[config.mk]
export PLATFORM = sky130hd
export DESIGN_NAME = ecg_bank_writer
export DESIGN_NICKNAME = d
export VERILOG_FILES = /design/src/rtl/ecg_bank_writer.sv
export SDC_FILE = /design/constraint.sdc
export NUM_CORES = 1
export LEC_CHECK = 0
export BUFFER_PORTS_ARGS = -buffer_cell sky130_fd_sc_hd__buf_2
export CORE_UTILIZATION = 48
export DETAILED_ROUTE_END_ITERATION = 7
export PLACE_DENSITY = 0.83
export SYNTH_ARGS = -nofsm -noshare
export SYNTH_HDL_FRONTEND = slang
export SYNTH_SLANG_ARGS = --single-unit
[constraint.sdc]
create_clock -name clk -period 1.5 [get_ports clk]
set_input_delay 0.375 -clock clk [delete_from_list [all_inputs] [get_ports clk]]
set_output_delay 0.375 -clock clk [all_outputs]
set_load 0.02 [all_outputs]
[src/rtl/ecg_bank_writer.sv]
// ecg_bank_writer: streams ECG samples into a ping-pong sample memory.
// The address MSB selects the bank being filled. A full bank is handed to
// the downstream reader through switch/bank_ready. If the reader still holds
// its previous bank, the writer stalls and counts the samples it drops.
module ecg_bank_writer #(
  parameter int DATA_W = 16,
  parameter int ADDR_W = 12
) (
  input  logic              clk,
  input  logic              rst_n,
  input  logic              s_valid,
  input  logic [DATA_W-1:0] s_data,
  output logic              s_ready,
  input  logic              release_bank,
  output logic              wr_en,
  output logic [ADDR_W-1:0] wr_addr,
  output logic [DATA_W-1:0] wr_data,
  output logic              switch,
  output logic              bank_ready,
  output logic [15:0]       frame_cnt,
  output logic [15:0]       drop_cnt
);

  localparam int PTR_W = ADDR_W - 1;
  localparam logic [PTR_W-1:0] PTR_LAST = '1;

  typedef enum logic {FILL, WAIT_REL} state_t;

  state_t           state, state_n;
  logic             fill_bank, fill_bank_n;
  logic [PTR_W-1:0] wr_ptr, wr_ptr_n;
  logic             reader_busy, busy_n;
  logic             switch_n, bank_ready_n;
  logic [15:0]      frame_n, drop_n;
  logic             accept, free, handover;

  // Ready depends only on registered state, so there is no input-to-ready path.
  assign s_ready = (state == FILL);
  assign accept  = s_valid && s_ready;
  // A release arriving with the last word counts as arriving first.
  assign free    = !reader_busy || release_bank;

  // Next-state and bookkeeping decode.
  always_comb begin
    state_n      = state;
    fill_bank_n  = fill_bank;
    wr_ptr_n     = wr_ptr;
    busy_n       = reader_busy;
    switch_n     = switch;
    frame_n      = frame_cnt;
    drop_n       = drop_cnt;
    bank_ready_n = 1'b0;
    handover     = 1'b0;
    case (state)
      FILL: begin
        if (accept && wr_ptr == PTR_LAST) begin
          wr_ptr_n = '0;
          if (free) handover = 1'b1;
          else      state_n  = WAIT_REL;
        end else begin
          if (accept)       wr_ptr_n = wr_ptr + 1'b1;
          if (release_bank) busy_n   = 1'b0;
        end
      end
      WAIT_REL: begin
        if (s_valid && drop_cnt != 16'hFFFF) drop_n = drop_cnt + 16'd1;
        if (release_bank) begin
          handover = 1'b1;
          state_n  = FILL;
        end
      end
      default: state_n = FILL;
    endcase
    // Handover: the current bank goes downstream and filling moves to the
    // other bank; the reader is now busy with the bank just handed over.
    if (handover) begin
      switch_n     = fill_bank;
      bank_ready_n = 1'b1;
      busy_n       = 1'b1;
      fill_bank_n  = ~fill_bank;
      wr_ptr_n     = '0;
      frame_n      = frame_cnt + 16'd1;
    end
  end

  // State and handover registers.
  always_ff @(posedge clk or negedge rst_n) begin
    if (!rst_n) begin
      state       <= FILL;
      fill_bank   <= 1'b0;
      wr_ptr      <= '0;
      reader_busy <= 1'b0;
      switch      <= 1'b0;
      bank_ready  <= 1'b0;
      frame_cnt   <= '0;
      drop_cnt    <= '0;
    end else begin
      state       <= state_n;
      fill_bank   <= fill_bank_n;
      wr_ptr      <= wr_ptr_n;
      reader_busy <= busy_n;
      switch      <= switch_n;
      bank_ready  <= bank_ready_n;
      frame_cnt   <= frame_n;
      drop_cnt    <= drop_n;
    end
  end

  // Memory write port: one cycle behind the accept; address/data hold when idle.
  always_ff @(posedge clk or negedge rst_n) begin
    if (!rst_n) begin
      wr_en   <= 1'b0;
      wr_addr <= '0;
      wr_data <= '0;
    end else begin
      wr_en <= accept;
      if (accept) begin
        wr_addr <= {fill_bank, wr_ptr};
        wr_data <= s_data;
      end
    end
  end

endmodule

==> flow_summary.toml <==
[status]
run_status = "finished, violations left"
failing_checks = "negative setup slack"

[synth]
seq_total_area_yosys_pct = 54.3
synth.avg_cell_area_um2 = 10.1
ys_async_sr_fraction_pct = 100
synthMostInstantiatedCell = "nand2_1"
yosysTopAreaCellShare_pct = 54.3
postSynthCellCount = 350
postSynth.topFlopCell = "dfrtp_1"
ys_ff_latch = 77
ys_top_cells_by_area = "dfrtp_1 54%, nand2_1 11%, xnor2_1 4.4%"
yosys-top-cells-count = "100 x nand2_1, 77 x dfrtp_1, 19 x nor2_1, 18 x xnor2_1, 18 x xor2_1"
syn_nets = 373
yosys.cell_types.count = 43
syn_area_mm2 = 0.00355
synth_warn = 0
synth_edf_count = 0
yosysTopAreaCell = "dfrtp_1"

[timing]
grt_setup_unrepaired = "yes"
finalSetupViolCount = 29
post-route-min-period_ns = 1.67
slew_headroom_pct = 66.2
finalCritPeriodShare_pct = 111
worst_slack_ns = -0.166
max_slew.worst_pin.slew_ns = 0.506
final.setup.tns_ns = -2.71
final.setup_skew_ns = 0.0129
hold_viol_final = 0
timing_max_transition_violations_final = 0
fmax_mhz = 600

[worst_setup_path]
r2r.worst_path.cells = 6
worstPathArrival_ns = 1.91
r2r-end = "fill_bank"
critical_path.endpoint_type = "register"
worstPathRequired_ns = 1.74
setup.reg_to_reg.worst_slack_ns = -0.17
crit_path_max_fanout = 4
critical_path.reg2reg.startpoint = "wr_ptr[0]"
cp-start-kind = "register"
crit_type = "register to register"

[floorplan]
core_region_area_mm2 = 0.00698
design.portCount = 84
chipWidth_um = 88.0
fp.dieArea_mm2 = 0.00774
die_height_um = 88.0
floorplan.initialDensity_pct = 50.8
placementRows = 30

[final_layout]
antennaDiodeCount = 0
fillCellCount = 474
seq_area_mm2 = 0.00194
num-nets-final = 520
multi_input_area_mm2 = 0.00191
utilization_pct = 73.6
layout-area-overhead-vs-synth_pct = 44.9
final_layout_size_suffix_gt1_share_pct = 45.8

[clock_tree]
clock_path_buffers = 2
root_buffer = "clkbuf_8"
cts.htree.levels = 3
total_clock_buffers_created_by_cts = 9
clk_pin_slew_ns = 0.09
worst_skew_late_latency_ns = 0.35
clock_sink_count = 77
cts_tree = "done"

[detailed_routing]
firstDrtPassIters = 4
detail_route.drc_violations = 0
drt_first_iter_violations = 223
routed_wirelength_mm = 10.3
vias = 3304
antenna_violating_nets_post_route = 0
route.detailed.wl_per_inst_um = 17.2
drt-vias-per-instance = 5.53

[power_and_ir_drop]
leakage_nw = 2.73
pwr_density_cell_mw_per_mm2 = 985
design_power_total_mw = 5.06
irDropWorstVdd_mv = 0.573

[global_route]
vias_in_the_first_global_route = 3079
grt_pass1_wl_mm = 14.5
grt_max_degree = 38
globalRoute.totalOverflow = 0
grt_antenna_before_repair = 0
global_route.usage.total_pct = 24.9

[min_path]
min-delay-start = "s_data[9]"
hold_path.class = "input pin to register"
worstHoldEndpoint = "wr_data[9]"
hold_path_depth = 3

[place]
port_buffers = 83
gpl.final_weighted_congestion = 0.858
detailedPlacementHpwl_mm = 6.22

[run]
max_cap_violations = 0
timing repair:
item	CTS	global route
pin swaps	16	35
cloned	0	1
buffers inserted	8	9
hold buffers	1	0
setup endpoints to repair	26	63
endpoints found under the hold margin	24	0
resized for setup	27	45
report_power, final:
| part | leakage, nW | switching (mW) | internal [mW] |
|---|---|---|---|
| Sequential | 0.971 | 0.180 | 2.27 |
| Clock | 0.0881 | 0.848 | 0.623 |
| Combinational | 1.67 | 0.642 | 0.503 |
| Total | 2.73 | 1.67 | 3.39 |
cell families after synthesis:
family	count (synthesis)	synth area share (%)
multiplexers	7	2.12
XOR/XNOR	36	8.89
flip-flops	77	54.3
adder cells (fa/ha/maj)	3	1.06
buffers and inverters	17	2.15
AO/OA/AOI/OAI	23	4.69
AND/OR/NAND/NOR	187	26.7
routing by layer:
metal	global-route usage, %	vias to the layer above	routed length (um)
met5	0	-	0
met2	42.2	134	5280
li1	-	1495	-
met3	5.37	27	655
met4	9.09	0	234
met1	31.3	1648	4110
area by class of cell:
| cell class | instances | area share, % |
|---|---|---|
| Inverter | 6 | 0.511 |
| Multi-Input combinational cell | 257 | 37.1 |
| Tap cell | 96 | 2.34 |
| Clock buffer | 9 | 2.41 |
| Clock inverter | 7 | 1.12 |
| Timing Repair Buffer | 146 | 18.7 |
| Sequential cell | 77 | 37.8 |
registers in the layout (all words and copies together), names as in the netlist:
register     flops
drop_cnt        16
frame_cnt       16
wr_data         16
wr_addr         12
wr_ptr          11
bank_ready       1
fill_bank        1
reader_busy      1
state            1
switch           1
wr_en            1
how the worst max path moves through the flow:
stage | startpoint | end | slack (ns) | cells after the start
CTS | wr_ptr[0] | frame_cnt[8] | -0.12 | 6
global placement | s_valid | frame_cnt[8] | -0.10 | 6
detailed placement | wr_ptr[0] | frame_cnt[8] | -0.20 | 6
global route | wr_ptr[0] | switch | -0.26 | 7
finish | wr_ptr[0] | fill_bank | -0.17 | 6
floorplan | drop_cnt[4] | drop_cnt[1] | -0.05 | 5
per-stage QoR:
stage	instance area, um2	hold slack (ns)	cells	setup slack (ns)
floorplan	3660	0.0794	350	-0.0480
global placement	4490	0.300	563	-0.101
detailed placement	4490	0.308	563	-0.205
CTS	4870	0.196	588	-0.117
global route	5140	0.199	598	-0.255
finish	5140	0.202	598	-0.166
worst max-delay path: stages (launching register included):
cell and delay, ns:
dfrtp_1 0.42, ha_4 0.17, buf_6 0.09, nand3_4 0.08, o41ai_4 0.42, nand2_2 0.20
xnor2_1 0.18
cells in the final DEF (no fill, tap or decap), types with 4 or more instances in the layout:
cell type	n
nor2_4	7
nor3_4	4
buf_6	12
nand3_1	7
nor2_1	12
clkbuf_8	9
o21ai_0	4
nand2_2	5
xor2_1	18
buf_4	51
dfrtp_2	12
xnor2_1	17
dfrtp_1	65
nand2_1	94
and3_1	8
nand4_1	14
buf_2	80
Power figures use the tool's default switching activity.
